<file path="src/rtl/nn_pkg.sv">
// nn_pkg: widths shared across the training datapath and the sample-buffer state encoding.
package nn_pkg;
    localparam int NN_X_W = 4;
    localparam int NN_T_W = 4;
    typedef enum logic [1:0] {
        SB_EMPTY   = 2'd0,
        SB_LOADING = 2'd1,
        SB_RUN     = 2'd2,
        SB_DONE    = 2'd3
    } sbuf_state_t;
endpackage

</file>
<file path="src/rtl/pin_strobe_sync.sv">
// pin_strobe_sync: two-flop synchronizer for an asynchronous pin plus a one-cycle rising-edge pulse.
module pin_strobe_sync (
    input  logic clk,
    input  logic rst,
    input  logic pin,
    output logic stb
);
    logic [2:0] sh;
    always_ff @(posedge clk or posedge rst)
        if (rst) sh <= '0;
        else sh <= {sh[1:0], pin};
    assign stb = sh[1] & ~sh[2];
endmodule

</file>
<file path="src/rtl/training_sample_buffer.sv">
// training_sample_buffer: stores training samples and replays them one per backprop pass, epoch after epoch.
// Optional epoch limit / DONE state is built when SAMPLE_BUF_EPOCH_LIMIT_EN is defined.
module training_sample_buffer
    import nn_pkg::*;
#(
    parameter int DEPTH      = 8,
    parameter int X_W        = NN_X_W,
    parameter int T_W        = NN_T_W,
    parameter int EPOCH_W    = 8,
    parameter int MAX_EPOCHS = 16
) (
    input  logic                     clk_i,
    input  logic                     rst_i,
    input  logic                     en_i,
    input  logic                     load_i,
    input  logic [X_W-1:0]           x_wr_i,
    input  logic [T_W-1:0]           t_wr_i,
    input  logic                     start_i,
    input  logic                     next_i,
    input  logic                     clear_i,
    output logic [X_W-1:0]           x_o,
    output logic [T_W-1:0]           target_o,
    output logic                     valid_o,
    output logic [$clog2(DEPTH):0]   count_o,
    output logic [$clog2(DEPTH)-1:0] idx_o,
    output logic [EPOCH_W-1:0]       epoch_o,
    output logic                     full_o,
    output logic                     overflow_o,
    output logic                     done_o
);
    localparam int AW = $clog2(DEPTH);
    localparam int CW = AW + 1;
    sbuf_state_t state, state_n;
    logic [CW-1:0] count, count_n;
    logic [AW-1:0] idx, idx_n;
    logic [EPOCH_W-1:0] epoch, epoch_n, epoch_inc;
    logic ovf, ovf_n, wr_stb, wr_en, wrap;
    logic [X_W+T_W-1:0] mem [DEPTH];

    pin_strobe_sync u_load_sync (
        .clk (clk_i),
        .rst (rst_i),
        .pin (load_i),
        .stb (wr_stb)
    );

    assign wrap      = CW'(idx) + CW'(1) == count;
    assign epoch_inc = &epoch ? epoch : epoch + 1'b1;

    always_comb begin
        state_n = state;
        count_n = count;
        idx_n   = idx;
        epoch_n = epoch;
        ovf_n   = ovf;
        wr_en   = 1'b0;
        if (clear_i) begin
            state_n = SB_EMPTY;
            count_n = '0;
            idx_n   = '0;
            epoch_n = '0;
            ovf_n   = 1'b0;
        end else begin
            case (state)
                SB_EMPTY: if (wr_stb) begin
                    wr_en   = 1'b1;
                    count_n = CW'(1);
                    state_n = SB_LOADING;
                end
                SB_LOADING: if (start_i) begin
                    state_n = SB_RUN;
                    idx_n   = '0;
                end else if (wr_stb) begin
                    wr_en   = count != CW'(DEPTH);
                    count_n = wr_en ? count + 1'b1 : count;
                    ovf_n   = ovf | ~wr_en;
                end
                SB_RUN: if (next_i) begin
                    idx_n   = wrap ? '0 : idx + 1'b1;
                    epoch_n = wrap ? epoch_inc : epoch;
`ifdef SAMPLE_BUF_EPOCH_LIMIT_EN
                    if (wrap && epoch_inc == EPOCH_W'(MAX_EPOCHS)) state_n = SB_DONE;
`endif
                end
                default: ;
            endcase
        end
    end

    // Sample storage is frozen outside LOADING/EMPTY, so no reset is needed.
    always_ff @(posedge clk_i)
        if (en_i && wr_en) mem[count[AW-1:0]] <= {x_wr_i, t_wr_i};

    always_ff @(posedge clk_i or posedge rst_i)
        if (rst_i) begin
            state    <= SB_EMPTY;
            count    <= '0;
            idx      <= '0;
            epoch    <= '0;
            ovf      <= 1'b0;
            valid_o  <= 1'b0;
            x_o      <= '0;
            target_o <= '0;
        end else if (en_i) begin
            state   <= state_n;
            count   <= count_n;
            idx     <= idx_n;
            epoch   <= epoch_n;
            ovf     <= ovf_n;
            valid_o <= state == SB_RUN && state_n == SB_RUN;
            // Registered read: the presented sample lags the index by one cycle.
            if (state_n == SB_EMPTY) {x_o, target_o} <= '0;
            else if (state == SB_RUN) {x_o, target_o} <= mem[idx];
        end

    assign count_o    = count;
    assign idx_o      = idx;
    assign epoch_o    = epoch;
    assign full_o     = count == CW'(DEPTH);
    assign overflow_o = ovf;
`ifdef SAMPLE_BUF_EPOCH_LIMIT_EN
    assign done_o = state == SB_DONE;
`else
    logic unused_max;
    assign unused_max = MAX_EPOCHS[0];
    assign done_o     = 1'b0;
`endif
endmodule

</file>
<file path="config.mk">
export PLATFORM = sky130hd
export DESIGN_NAME = training_sample_buffer
export DESIGN_NICKNAME = d
export VERILOG_FILES = /design/src/rtl/nn_pkg.sv /design/src/rtl/pin_strobe_sync.sv /design/src/rtl/training_sample_buffer.sv
export SDC_FILE = /design/constraint.sdc
export NUM_CORES = 1
export LEC_CHECK = 0
export ABC_AREA = 1
export CORE_UTILIZATION = 45
export DETAILED_ROUTE_END_ITERATION = 8
export GPL_TIMING_DRIVEN = 0
export MAX_ROUTING_LAYER = met4
export PLACE_DENSITY = 0.65
export SLEW_MARGIN = 20
export SYNTH_ARGS = -nofsm -noshare
export SYNTH_HDL_FRONTEND = slang
export SYNTH_SLANG_ARGS = --single-unit
export TNS_END_PERCENT = 10
</file>
<file path="constraint.sdc">
create_clock -name clk_i -period 3.5 [get_ports clk_i]
set_input_delay 0.525 -clock clk_i [delete_from_list [all_inputs] [get_ports clk_i]]
set_output_delay 0.525 -clock clk_i [all_outputs]
set_load 0.02 [all_outputs]
</file>
# After elaboration in Yosys (flattened, before gate mapping)
# Memory sizes are Yosys's and may differ from the RTL's.
# Cells that the tools add are included.
[classes]
n_eq_ne = 14
addsub = 4
n_reduce_logical = 18
n_mux = 35
n_bitwise = 4
[ops]
columns = ["op", "n"]
rows = [
  ["2-to-1 mux 8 bit", 5],
  ["2-to-1 mux 4 bit", 9],
  ["2-to-1 mux 3 bit", 4],
  ["inequality test 3 bit, second input constant", 4],
  ["nonzero test 2 bit", 6],
  ["2-to-1 mux 1 bit", 10],
  ["adder 8 x 1 -> 8 bit, second input constant", 1],
  ["one-hot mux 4 bit (2 select lines)", 1],
  ["AND reduction 4 bit", 2],
  ["AND reduction 8 bit", 1],
  ["2-to-1 mux 2 bit", 3],
  ["inequality test 3 x 2 -> 1 bit, second input constant", 2],
  ["one-hot mux 3 bit (2 select lines)", 1],
  ["AND reduction 6 bit", 1],
  ["nonzero test 3 bit", 2],
  ["AND reduction 5 bit", 1],
  ["adder 3 x 1 -> 4 bit, second input constant", 1],
  ["adder 4 x 1 -> 4 bit, second input constant", 1],
  ["equality test 2 bit, second input constant", 2],
  ["equality test 4 bit", 1],
  ["equality test 4 bit, second input constant", 1],
  ["logical NOT 2 bit", 2],
  ["inequality test 4 bit, second input constant", 1],
  ["one-hot mux 2 bit (2 select lines)", 1],
  ["other kinds (10)", 12],
]
[word_totals]
in_bits = 15
ram_bits = 64
memories = 1
regBits = 30
[memory_table]
columns = ["name", "words", "word_bits", "rd", "rd_ports_with_merged_regs", "wr", "line", "rtl"]
rows = [
  ["mem", 8, 8, 1, 0, 1, "training_sample_buffer.sv:38", "logic [X_W+T_W-1:0] mem [DEPTH];"],
]

# Depth between registers and ports, before layout
[logic_depth]
depth_word = 9
ltp_mapped = 10
ltp_nobuf = 10

# Modules after synthesis
# A second synthesis with hierarchy kept.
[unflattened]
hier_cells = 460
hier_area_um2 = 4388.0
[by_module_without_submodules]
columns = ["module", "cells_per_inst", "n_inst", "seq_area_each_um2", "area_each_um2"]
rows = [
  ["training_sample_buffer", 454, 1, 2597.5, 4299.1],
  ["pin_strobe_sync", 6, 1, 75.1, 88.8],
]

# Least setup slack after synthesis
# Ideal clock, no wire load.
[synth_timing]
path_kind = "flip-flop to flip-flop"
from = "register count[0] (netlist: count_o[0])"
to = "memory mem[6][0] (netlist name), enable pin"
path_stages_with_launch = 8
synth_period_minus_slack_ns = 2.299
slack_ns = 1.201
t_arrival_ns = 1.916
path_cell_list = "dfrtp_1 inv_1 ha_1 nand3_1 nand2_1 o21ai_1 nand3_1 nor3_1"
[synth_via]
elab_chain_len = 8
[synth_lines]
columns = ["item", "line", "rtl"]
rows = [
  ["start: declaration", "training_sample_buffer.sv:34", "logic [CW-1:0] count, count_n;"],
  ["start signal: assignment", "training_sample_buffer.sv:106", "count <= count_n;"],
  ["inequality test 4 bit", "training_sample_buffer.sv:74", "wr_en = count != CW'(DEPTH);"],
  ["2-to-1 mux 1 bit", "training_sample_buffer.sv:73", "end else if (wr_stb) begin"],
  ["2-to-1 mux 1 bit", "training_sample_buffer.sv:70", "SB_LOADING: if (start_i) begin"],
  ["one-hot mux 1 bit (2 select lines)", "training_sample_buffer.sv:64", "case (state)"],
  ["2-to-1 mux 1 bit", "training_sample_buffer.sv:57", "if (clear_i) begin"],
  ["logical AND 1 bit", "training_sample_buffer.sv:92", "if (en_i && wr_en) mem[count[AW-1:0]] <= {x_wr_i, t_wr_i};"],
  ["2-to-1 mux 1 bit", "training_sample_buffer.sv:92", ""],
  ["2-to-1 mux 1 bit (implied by the code)", "training_sample_buffer.sv:92", ""],
  ["end: declaration", "training_sample_buffer.sv:38", ""],
]
# Parallel ways exist; a longest one is shown, timed or not.

# Final worst setup path
[layout_timing]
from = "register count[0] (netlist: count_o[0])"
to = "output port full_o"
[layout_via]
elab_chain_len = 1
[layout_lines]
columns = ["item", "line", "rtl"]
rows = [
  ["equality test 4 bit", "training_sample_buffer.sv:119", "assign full_o = count == CW'(DEPTH);"],
  ["end: declaration", "training_sample_buffer.sv:27", "output logic full_o,"],
]
# No other way between the ends.

==> impl_metrics.sql <==
INSERT INTO impl_metrics (metric_group, metric, value, unit) VALUES
('clock_tree', 'clock-sinks', '94', ''),
('timing', 'setup_total_negative_slack', '0', 'ns'),
('timing', 'post-route-worst-setup-slack', '0.8073', 'ns'),
('routing', 'wirelength', '9200', 'um'),
('layout', 'stdcell_area', '0.004996', 'mm2'),
('layout', 'layout-drive-gt1-share', '9.184', '%'),
('clock_tree', 'clk_latency', '0.36', 'ns'),
('worst_hold_path', 'hold_path_class', 'reg -> reg', ''),
('layout', 'fillerInstances', '841', ''),
('die', 'fp.coreArea', '0.009196', 'mm2'),
('timing', 'max-slew-margin-rel', '45.16', '%'),
('logic_synthesis', 'yosys.area.top_type', 'edfxtp_1', ''),
('pwr', 'vdd_drop_max', '0.2036', 'mV'),
('timing', 'tightestPinTransition', '0.8181', 'ns'),
('routing', 'via_count', '3210', ''),
('layout', 'finish.utilization', '54.33', '%'),
('status', 'outcome', 'completed', ''),
('placed_design', 'dp.final_hpwl', '6513', 'um'),
('critical_path', 'cp.arrival', '2.17', 'ns'),
('logic_synthesis', 'synth_ff_type', 'edfxtp_1', ''),
('logic_synthesis', 'synthesis.area_per_instance', '9.803', 'um2'),
('die', 'io-pin-count', '42', ''),
('placed_design', 'io_buffers', '39', ''),
('placed_design', 'dp_cells', '585', ''),
('clock_tree', 'tritoncts', 'yes', ''),
('die', 'design.die.area', '0.009869', 'mm2'),
('pwr', 'finalPower', '2.178', 'mW'),
('timing', 'rsz0062_at_grt', 'false', ''),
('routing', 'drcViolationCount', '0', ''),
('logic_synthesis', 'seq_area_frac_synth', '62.68', '%'),
('clock_tree', 'postCtsSetupRepairBufs', '0', ''),
('logic_synthesis', 'synth_edf_count', '64', ''),
('global_routing', 'global_route.overflow_total', '0', ''),
('global_routing', 'wire_length_of_the_first_global_routing_pass', '15170', 'um'),
('die', 'fp.dieH', '99.35', 'um'),
('die', 'rows', '35', ''),
('timing', 'fin_hold_ws', '0.3653', 'ns'),
('logic_synthesis', 'syn-num-nets', '454', ''),
('clock_tree', 'cts_inserted_buffers', '9', ''),
('clock_tree', 'cts_hold_buf', '0', ''),
('logic_synthesis', 'yosys_synthesis_warning_count', '0', ''),
('global_routing', 'grt_antenna_before_repair', '0', ''),
('routing', 'post_drt_via_cell_ratio', '5.341', ''),
('global_routing', 'number_of_global_route_vias_before_repair', '2971', ''),
('layout', 'area_delta_synth_final', '17.17', '%'),
('critical_path', 'startpoint_type', 'flip-flop', ''),
('clock_tree', 'cts.root.buffer_cell', 'clkbuf_8', ''),
('timing', 'min_period_over_period', '76.93', '%'),
('routing', 'router_iterations_before_antenna_repair', '5', ''),
('clock_tree', 'clk_pin_slew', '0.09', 'ns'),
('logic_synthesis', 'yosys-top-cells-area', 'edfxtp_1 45%, dfrtp_1 18%, nand2_1 12%', ''),
('logic_synthesis', 'synth_seq_cells', '94', ''),
('pwr', 'power.density', '436.0', 'mW/mm2'),
('routing', 'route.detailed.wl_per_inst', '15.31', 'um'),
('die', 'die_w', '99.35', 'um'),
('clock_tree', 'cts_resized', '0', ''),
('critical_path', 'timing.critical_path.required', '2.97', 'ns'),
('clock_tree', 'clock_buffer_depth', '2', ''),
('routing', 'drt_first_iter_violations', '166', ''),
('run', 'max_cap_violations', '0', ''),
('placed_design', 'placed_area', '0.004813', 'mm2'),
('layout', 'antennaDiodeCount', '0', ''),
('timing', 'hold_viol', '0', ''),
('logic_synthesis', 'yosys.area.top_type_share', '45.07', '%'),
('placed_design', 'place.gp.congestion', '0.8620', ''),
('critical_path', 'crit_type', 'reg -> out', ''),
('timing', 'maxSlewViolCount', '0', ''),
('global_routing', 'grt_max_degree', '31', ''),
('global_routing', 'grt_util_overall', '20.83', '%'),
('placed_design', 'dp_slack', '0.7077', 'ns'),
('routing', 'detail-route-antenna-nets', '0', ''),
('layout', 'finalNetCount', '504', ''),
('critical_path', 'worst_setup_path_end_kind', 'output port', ''),
('timing', 'setup_viol', '0', ''),
('clock_tree', 'clock_tree.htree_level_count', '3', ''),
('timing', 'worst_clock_skew', '0.007596', 'ns'),
('critical_path', 'crit_path_max_fanout', '7', ''),
('logic_synthesis', 'synth_cells', '435', ''),
('logic_synthesis', 'ys_async_sr_fraction', '31.91', '%'),
('logic_synthesis', 'ys_types', '32', ''),
('layout', 'stdcell_count', '601', ''),
('pwr', 'power_leakage', '2.087', 'nW'),
('timing', 'maxClockFrequency', '371.4', 'MHz'),
('die', 'start_util', '46.37', '%'),
('logic_synthesis', 'syn-cell-area', '0.004264', 'mm2'),
('timing', 'finalCriticalPeriod', '2.693', 'ns');
-- worst paths after layout --
| path | startpoint | end | slack (ns) | cells after the start |
|---|---|---|---|---|
| max | count_o[0]$_DFFE_PP0P_ | full_o | 0.81 | 5 |
| min | u_load_sync.sh[0]$_DFF_PP0_ | u_load_sync.sh[1]$_DFF_PP0_ | 0.37 | 0 |
| max reg2reg | count_o[0]$_DFFE_PP0P_ | mem[6][1]$_DFFE_PP_ | 1.00 | 7 |
| min reg2reg | u_load_sync.sh[0]$_DFF_PP0_ | u_load_sync.sh[1]$_DFF_PP0_ | 0.37 | 0 |
| max in group asynchronous | rst_i | count_o[0]$_DFFE_PP0P_ | 2.52 | 2 |
| min in group asynchronous | rst_i | target_o[0]$_DFFE_PP0P_ | 0.55 | 2 |
-- placed cells by master, fill, tap and decap left out, drive strengths merged, types with 4 or more instances in the layout --
master | netlist | final
clkbuf | 3 | 13
nor3 | 7 | 7
clkdlybuf4s50 | 0 | 39
o21ai | 12 | 12
nand3 | 37 | 37
edfxtp | 64 | 64
nor2 | 47 | 47
dfrtp | 30 | 30
a21oi | 28 | 28
a21bo | 6 | 6
o31ai | 7 | 7
ha | 4 | 4
nand4 | 7 | 7
inv | 33 | 36
buf | 9 | 9
nand2 | 136 | 136
-- report_power, final --
part | internal (mW) | switching, mW | leakage, nW
Combinational | 0.0902 | 0.158 | 1.02
Clock | 0.272 | 0.411 | 0.0869
Sequential | 1.21 | 0.0312 | 0.980
-- Yosys cell counts (all sizes together) (7+ instances only) --
library cell / count
nand2: 136
edfxtp: 64
nor2: 47
nand3: 37
inv: 33
dfrtp: 30
a21oi: 28
o21ai: 12
buf: 9
nand4: 7
nor3: 7
o31ai: 7
-- cell families after synthesis --
| logic type | synth area share, % |
|---|---|
| fa+ha+maj | 1.174 |
| other cells | 0.08794 |
| simple gates | 23.18 |
| flops | 62.68 |
| xor+xnor | 0.2054 |
| buf+inv | 4.372 |
| compound gates | 8.304 |
-- sequential cells by signal (all words and copies together) (netlist names) --
signal,cells
count_o,4
epoch_o,8
idx_o,3
mem,64
overflow_o,1
state,2
target_o,4
u_load_sync.sh,3
valid_o,1
x_o,4
-- metal layers --
layer | global-route usage [%] | wire length [um] | vias up
met3 | 3.443 | 429 | 12
met4 | 6.448 | 91 | 0
met1 | 29.32 | 4395 | 1530
li1 | - | - | 1572
met5 | - | 0 | -
met2 | 31.09 | 4284 | 96
-- final cells by class --
cell class | count | area [um2] | area share, %
Sequential cell | 94 | 2673 | 53.49
Multi-Input combinational cell | 296 | 1425 | 28.52
Timing Repair Buffer | 39 | 390.4 | 7.814
Tap cell | 111 | 138.9 | 2.780
Clock buffer | 10 | 127.6 | 2.554
Inverter | 33 | 126.4 | 2.529
Buffer | 12 | 60.06 | 1.202
Clock inverter | 6 | 55.05 | 1.102
-- critical path, cell delays in order, from the launching register on --
cell and delay (ns):
dfrtp_1 0.46, inv_1 0.26, ha_1 0.19, nand3_1 0.12
inv_1 0.16, clkdlybuf4s50_1 0.62
No activity file was read; power rests on OpenSTA's default activity.
